### config.mk
export PLATFORM = sky130hd
export DESIGN_NAME = seg7_scan_ctrl
export DESIGN_NICKNAME = d
export VERILOG_FILES = /design/src/rtl/seg7_scan_ctrl.sv
export SDC_FILE = /design/constraint.sdc
export NUM_CORES = 1
export LEC_CHECK = 0
export CORE_ASPECT_RATIO = 0.75
export CORE_MARGIN = 2
export CORE_UTILIZATION = 60
export DETAILED_ROUTE_END_ITERATION = 10
export GPL_ROUTABILITY_DRIVEN = 0
export PLACE_DENSITY = 0.84
export RECOVER_POWER = 50
export SETUP_SLACK_MARGIN = 0.1
export SLEW_MARGIN = 15
export SYNTH_ARGS = -nofsm -noshare
export SYNTH_HDL_FRONTEND = slang
export SYNTH_SLANG_ARGS = --single-unit
export TNS_END_PERCENT = 30
### constraint.sdc
create_clock -name clk -period 5.4 [get_ports clk]
set_input_delay 0.81 -clock clk [delete_from_list [all_inputs] [get_ports clk]]
set_output_delay 0.81 -clock clk [all_outputs]
set_load 0.01 [all_outputs]
### src/rtl/seg7_scan_ctrl.sv
// ============================================================================
// Module   : seg7_scan_ctrl
// Purpose  : Round-robin scan of N common-anode digits through one shared BCD
//            decoder, with per-digit register file and dwell/blank timing.
//            Optional leading-zero blanking enabled by defining SEG7_LZB_EN.
// Revision : 1.0 - initial release
// ============================================================================
`default_nettype none

module seg7_scan_ctrl #(
  parameter int N_DIG     = 4,
  parameter int DWELL     = 1000,
  parameter int BLANK_CYC = 16,
  localparam int IW       = $clog2(N_DIG)
) (
  input  logic             clk,
  input  logic             rst,
  input  logic             en,
  input  logic             wr_valid,
  output logic             wr_ready,
  input  logic [IW-1:0]    wr_idx,
  input  logic [3:0]       wr_data,
  output logic             b3,
  output logic             b2,
  output logic             b1,
  output logic             b0,
  output logic [N_DIG-1:0] dig_sel,
  output logic             blank,
  output logic             frame_tick
);

  localparam int TMAX = (DWELL > BLANK_CYC) ? DWELL : BLANK_CYC;
  localparam int TW   = $clog2(TMAX + 1);

  typedef enum logic [1:0] {
    ST_IDLE  = 2'd0,
    ST_BLANK = 2'd1,
    ST_SHOW  = 2'd2
  } state_t;

  state_t          state;
  logic [3:0]      dreg [N_DIG];
  logic [IW-1:0]   cur_idx;
  logic [TW-1:0]   timer;
  logic [3:0]      nib;
  logic            ready_ok;
  logic            wr_fire;
  logic [3:0]      eff [N_DIG];
  logic [3:0]      cur_val;
  logic            lz_dark;

  assign {b3, b2, b1, b0} = nib;

  // Only the digit currently lit is protected from writes.
  always_comb begin
    wr_ready = ready_ok && !((state == ST_SHOW) && (wr_idx == cur_idx));
    wr_fire  = wr_valid && wr_ready;
  end

  // Effective register contents including a write landing on this edge, so a
  // write during the last BLANK cycle is the value that gets displayed.
  always_comb begin
    for (int i = 0; i < N_DIG; i++) begin
      eff[i] = (wr_fire && (wr_idx == IW'(i))) ? wr_data : dreg[i];
    end
    cur_val = eff[cur_idx];
  end

`ifdef SEG7_LZB_EN
  logic upper_nz;
  always_comb begin
    upper_nz = 1'b0;
    for (int i = 0; i < N_DIG; i++) begin
      if ((IW'(i) >= cur_idx) && (eff[i] != 4'd0)) upper_nz = 1'b1;
    end
    lz_dark = (cur_idx != '0) && !upper_nz;
  end
`else
  always_comb lz_dark = 1'b0;
`endif

  always_ff @(posedge clk) begin
    if (rst) begin
      state      <= ST_IDLE;
      for (int i = 0; i < N_DIG; i++) dreg[i] <= 4'd0;
      cur_idx    <= '0;
      timer      <= '0;
      nib        <= 4'd0;
      dig_sel    <= '0;
      blank      <= 1'b1;
      frame_tick <= 1'b0;
      ready_ok   <= 1'b0;
    end else begin
      ready_ok   <= 1'b1;
      frame_tick <= 1'b0;
      for (int i = 0; i < N_DIG; i++) begin
        if (wr_fire && (wr_idx == IW'(i))) dreg[i] <= wr_data;
      end

      if (!en) begin
        state   <= ST_IDLE;
        cur_idx <= '0;
        timer   <= '0;
        dig_sel <= '0;
        blank   <= 1'b1;
      end else begin
        case (state)
          ST_IDLE: begin
            state   <= ST_BLANK;
            cur_idx <= '0;
            timer   <= '0;
            dig_sel <= '0;
            blank   <= 1'b1;
          end
          ST_BLANK: begin
            if (timer == TW'(BLANK_CYC - 1)) begin
              state <= ST_SHOW;
              timer <= '0;
              nib   <= cur_val;
              if (lz_dark) begin
                dig_sel <= '0;
                blank   <= 1'b1;
              end else begin
                dig_sel <= N_DIG'(1) << cur_idx;
                blank   <= 1'b0;
              end
            end else begin
              timer <= timer + 1'b1;
            end
          end
          ST_SHOW: begin
            if (timer == TW'(DWELL - 1)) begin
              state      <= ST_BLANK;
              timer      <= '0;
              dig_sel    <= '0;
              blank      <= 1'b1;
              frame_tick <= (cur_idx == IW'(N_DIG - 1));
              cur_idx    <= (cur_idx == IW'(N_DIG - 1)) ? '0 : cur_idx + 1'b1;
            end else begin
              timer <= timer + 1'b1;
            end
          end
          default: begin
            state   <= ST_IDLE;
            dig_sel <= '0;
            blank   <= 1'b1;
          end
        endcase
      end
    end
  end

endmodule

`default_nettype wire
* Word-level counts from Yosys, hierarchy flattened
Memory sizes are Yosys's and may differ from the RTL's.
Cells that the tools add are included.
** Storage, ports and cells
- Register bits :: 25
- Bits in writable memories :: 16
- Input port bits :: 10
- Output and inout port bits :: 11
- Word-level logic and storage cells :: 90
- Memories :: 1
** Cells by class
- $add $sub $neg :: 2
- $lt $le $gt $ge :: 1
- Equal/unequal tests :: 11
- Shifts and indexed selects :: 1
- Mux-type cells :: 41
- Bitwise operators :: 8
- Reductions and logical operators :: 17
** Memory list
- dreg :: words 4, width 4, read ports 4, clocked after Yosys merged registers in 0, wr ports 4, RTL line 42 : logic [3:0] dreg [N_DIG];
** Operators by type and width (count)
- $mux W4 :: 12
- $pmux W10 S3 :: 1
- $mux W10 :: 2
- $mux W1 :: 17
- $add A10 B1 Y10 const B :: 1
- $eq A10 B10 Y1 const B :: 1
- $eq A10 B4 Y1 const B :: 1
- $bmux W4 S2 :: 1
- $eq A2 B2 Y1 const B :: 4
- $mux W2 :: 4
- $pmux W4 S2 :: 1
- $logic_and A1 B1 Y1 :: 7
- $pmux W2 S3 :: 1
- $eq A2 B1 Y1 const B :: 2
- $logic_not A2 Y1 :: 2
- $or A1 B1 Y1 :: 4
- $pmux W2 S2 :: 1
- $reduce_and A2 Y1 :: 2
- $reduce_or A4 Y1 :: 1
- $shl A1 B2 Y4 const A :: 1
- $ge A3 B3 Y1 const B :: 1
- $not A1 Y1 :: 3
- $not A2 Y3 :: 1
- $reduce_and A3 Y1 :: 1
- 9 further kinds :: 9

* Depth between registers and ports, before layout
- Depth in word-level cells :: 10
- Depth in mapped cells :: 8

* Least setup slack after synthesis
No wires, ideal clock.
- Kind :: input-to-output
- Start :: in wr_idx[0]
- End :: out wr_ready
- Arrival :: 1.397 ns
- Data required time :: 4.590 ns
- Setup slack :: 3.193 ns
- Cell stages on the path :: 3
- Buffers on the path :: 1
- Cells stage by stage :: buf_2 -> xor2_1 -> o31a_1
** On the way
- Word-level cells in the longest chain between the ends :: 4
** Ends and longest elaborated chain
- start: declaration :: RTL line 21 : input logic [IW-1:0] wr_idx,
- $eq A2 B2 Y1 :: RTL line 56 : wr_ready = ready_ok && !((state == ST_SHOW) && (wr_idx == cur_idx));
- $logic_and A1 B1 Y1 :: RTL line 56
- $logic_not A1 Y1 :: RTL line 56
- $logic_and A1 B1 Y1 :: RTL line 56
- end: declaration :: RTL line 20 : output logic wr_ready,
Every way passes these cells.

* Worst setup path in the final report
Ends and elaborated chain as after synthesis.

==> impl_table.tex <==
\begin{tabular}{lr}
\hline
Metric & Value \\
\hline
\multicolumn{2}{l}{\textbf{Outcome}} \\
\quad Result of the run & finished clean \\
\multicolumn{2}{l}{\textbf{Pwr}} \\
\quad IR Drop Worst-Case VDD & 0.2041 mV \\
\quad Final Power & 0.6153 mW \\
\quad Leakage component of the power & 0.9172 nW \\
\quad Power per standard cell area & 253.4 mW/mm² \\
\multicolumn{2}{l}{\textbf{Yosys}} \\
\quad Synth unique cells & 41 \\
\quad Syn Std Cell Area & 0.002138 mm² \\
\quad Most used flip-flop cell after synthesis & sky130\_fd\_sc\_hd\_\_dfxtp\_1 \\
\quad Average footprint of a synthesized cell & 9.946 µm² \\
\quad Sequential area share after synthesis & 45.87\% \\
\quad Post-synthesis register bit count & 41 \\
\quad Warnings from Yosys & 0 \\
\quad Fraction of post-synthesis cell area in the top cell type by area & 23.41\% \\
\quad Cell types with the largest area share after synthesis & sky130\_fd\_sc\_hd\_\_dfxtp\_1, sky130\_fd\_sc\_hd\_\_edfxtp\_1, sky130\_fd\_sc\_hd\_\_mux2\_2 \\
\quad Async SR Flop Fraction & 0\% \\
\quad Post-synth EDFFs & 16 \\
\quad Area leader, netlist & sky130\_fd\_sc\_hd\_\_dfxtp\_1 \\
\quad Synthesized netlist cell count & 215 \\
\quad Post-Synthesis Net Count & 234 \\
\multicolumn{2}{l}{\textbf{Global routing}} \\
\quad First-pass GRT wire length & 7.396 mm \\
\quad Overall overflow remaining after global route & 0 \\
\quad Number of global-route vias before repair & 1,481 \\
\quad GRT Total Usage & 24.15\% \\
\quad Number of antenna violations at the first check in global routing & 0 \\
\quad Maximum number of pins on one net before global-route repair & 13 \\
\multicolumn{2}{l}{\textbf{Clocking}} \\
\quad Root buffer cell & sky130\_fd\_sc\_hd\_\_clkbuf\_8 \\
\quad Post-CTS repair timing setup buffer count & 0 \\
\quad Resized Gates After CTS & 0 \\
\quad Sink Count & 41 \\
\quad Maximum root-to-sink buffer count & 2 \\
\quad Clock tree from TritonCTS & built \\
\quad CTS buffer count & 5 \\
\quad Cts-stage hold buffer count & 0 \\
\quad Maximum level of the CTS H-tree & 2 \\
\quad Clk\_lat worst skew & 0.30 ns \\
\quad Clock-pin slew of the registers on the worst-case setup and hold paths & 0.07 ns \\
\multicolumn{2}{l}{\textbf{Placed design}} \\
\quad Post-place setup slack & 2.244 ns \\
\quad Placement Cell Area & 0.002362 mm² \\
\quad DP Wirelength & 3.269 mm \\
\quad Count of buffers from port buffering & 20 \\
\multicolumn{2}{l}{\textbf{Min path}} \\
\quad Number of cells on the worst hold path & 2 \\
\quad Kind of path behind the tightest hold check & reg2reg \\
\multicolumn{2}{l}{\textbf{Timing}} \\
\quad Final number of hold-violating endpoints & 0 \\
\quad Achievable Freq & 0.3168 GHz \\
\quad Final clock skew & 0.01032 ns \\
\quad RSZ-0062 raised after global routing & no \\
\quad Setup TNS & 0 ns \\
\quad Max-slew violations & 0 \\
\quad Actual transition at the worst max-transition pin & 0.8665 ns \\
\quad Crit share post-route & 58.45\% \\
\quad Final setup slack of the worst path & 2.244 ns \\
\quad \# setup viols final & 0 \\
\quad Worst Hold Slack & 0.4923 ns \\
\quad Crit path time final & 3.156 ns \\
\quad Slew Limit Headroom & 41.48\% \\
\multicolumn{2}{l}{\textbf{Detailed routing}} \\
\quad Mean number of vias per cell & 6.119 \\
\quad Routed via count & 1,695 \\
\quad Remaining antenna violation count & 0 \\
\quad First-pass iteration count of the detailed router & 4 \\
\quad Drt wl/cell & 16.56 µm \\
\quad Detailed-route DRC error count & 0 \\
\quad Final wirelength & 4.587 mm \\
\quad Starting DRT DRC Count & 113 \\
\multicolumn{2}{l}{\textbf{Finish}} \\
\quad Most common cell after layout, fill and taps aside & sky130\_fd\_sc\_hd\_\_nor2\_1 \\
\quad Net count of the finished layout & 255 \\
\quad Antenna Diode Count & 0 \\
\quad Most frequent cells in the layout & sky130\_fd\_sc\_hd\_\_nor2\_1, sky130\_fd\_sc\_hd\_\_dfxtp\_1, sky130\_fd\_sc\_hd\_\_nand2\_1 \\
\quad Filler cell count & 272 \\
\quad Final Instance Area & 0.002429 mm² \\
\quad Area added between synthesis and finish & 13.58\% \\
\quad Share of cells above drive strength 1 & 11.39\% \\
\multicolumn{2}{l}{\textbf{Setup path}} \\
\quad Data arrival at the endpoint of the critical path & 2.35 ns \\
\quad Critical path startpoint category & input port \\
\quad Kind of end point of the critical path & primary output \\
\quad Reg2reg path depth & 5 \\
\quad Data required, critical path & 4.59 ns \\
\quad Largest driver fanout on the critical path & 8 \\
\quad Cell Chain, Critical Path & clkdlybuf4s50\_1 > xor2\_1 > o31a\_1 > clkdlybuf4s50\_1 \\
\quad Crit path max-delay cell type & sky130\_fd\_sc\_hd\_\_clkdlybuf4s50\_1 \\
\quad Critical path type & in2out \\
\quad Dominant cell type by count on the critical path & sky130\_fd\_sc\_hd\_\_clkdlybuf4s50\_1 \\
\quad Largest incremental delay on the critical path & 0.56 ns \\
\quad Setup slack of the worst register-to-register path & 2.38 ns \\
\multicolumn{2}{l}{\textbf{Die}} \\
\quad Count of boundary I/O pins & 21 \\
\quad Die outline height & 55.70 µm \\
\quad Placeable core area & 0.003356 mm² \\
\quad Horizontal die dimension & 72.94 µm \\
\quad Count of standard-cell rows & 18 \\
\quad Effective utilization at floorplan & 63.72\% \\
\quad Die footprint & 0.004062 mm² \\
\multicolumn{2}{l}{\textbf{Run}} \\
\quad Maximum Capacitance Violations & 0 \\
\hline
\end{tabular}
power by group:
group | internal [mW] | switching (mW) | leakage (nW) | total [mW]
registers | 0.327 | 0.00236 | 0.369 | 0.330
logic | 0.0183 | 0.0243 | 0.496 | 0.0426
clock network | 0.137 | 0.107 | 0.0528 | 0.243
sequential cells by signal (all words and copies together) (netlist names):
name / count
timer: 10
ready_ok: 1
cur_idx: 2
state: 2
dreg: 16
blank: 1
nib: 4
dig_sel: 4
frame_tick: 1
cell families after synthesis:
family          Yosys count  share of synthesized area (%)
mux                      16                          8.367
fa+ha+maj                 9                          5.266
xor+xnor                  8                          3.276
simple gates             88                          19.84
buf+inv                  13                          2.457
flops                    41                          45.87
compound gates           40                          14.92
final timing paths:
check	startpoint	end
worst max-delay path	wr_idx[0]	wr_ready
worst min-delay path	nib[2]	nib[2]
worst max register to register	timer[9]	timer[8]
worst min register to register	nib[2]	nib[2]
synthesized netlist by cell type (all sizes together), types with 2 or more instances:
| cell | count |
|---|---|
| nor3 | 4 |
| clkbuf | 3 |
| nand2 | 21 |
| nor2 | 40 |
| nor3b | 2 |
| a211o | 3 |
| nor2b | 2 |
| ha | 9 |
| nand4 | 2 |
| and3 | 3 |
| a211oi | 4 |
| inv | 6 |
| dfxtp | 25 |
| a22oi | 8 |
| nand3 | 4 |
| xnor2 | 4 |
| a21oi | 9 |
| o21ai | 5 |
| a221oi | 5 |
| buf | 3 |
| edfxtp | 16 |
| and4 | 2 |
| mux2 | 15 |
| xor2 | 4 |
| nand3b | 3 |
| a21o | 2 |
layer usage:
metal / track usage [%] / share of wire (%)
met1: 38.57 / 49
met2: 30.91 / 41
met3: 7.609 / 9.0
met4: 6.085 / 1.0
met5: 0 / 0
worst max-delay path: cells and delay by family:
family	cells	cell delay, ns
AO/OA/AOI/OAI	1	0.29
XOR/XNOR	1	0.21
buffers and inverters	2	1.03
cell type report:
class,count,area [µm²],area share [%]
Clock buffer,6,72.57,2.988
Clock inverter,2,33.78,1.391
Inverter,7,26.28,1.082
Multi-Input combinational cell,161,1065,43.84
Sequential cell,41,980.9,40.39
Tap cell,40,50.05,2.061
Timing Repair Buffer,20,200.2,8.243
stage by stage:
stage / instances / utilization, %
floorplan: 215 / -
global placement: 269 / 70.40
detailed placement: 269 / 70.40
CTS: 277 / 73.56
global route: 277 / 72.37
finish: 277 / 72.37
No activity file was read; power rests on OpenSTA's default activity.
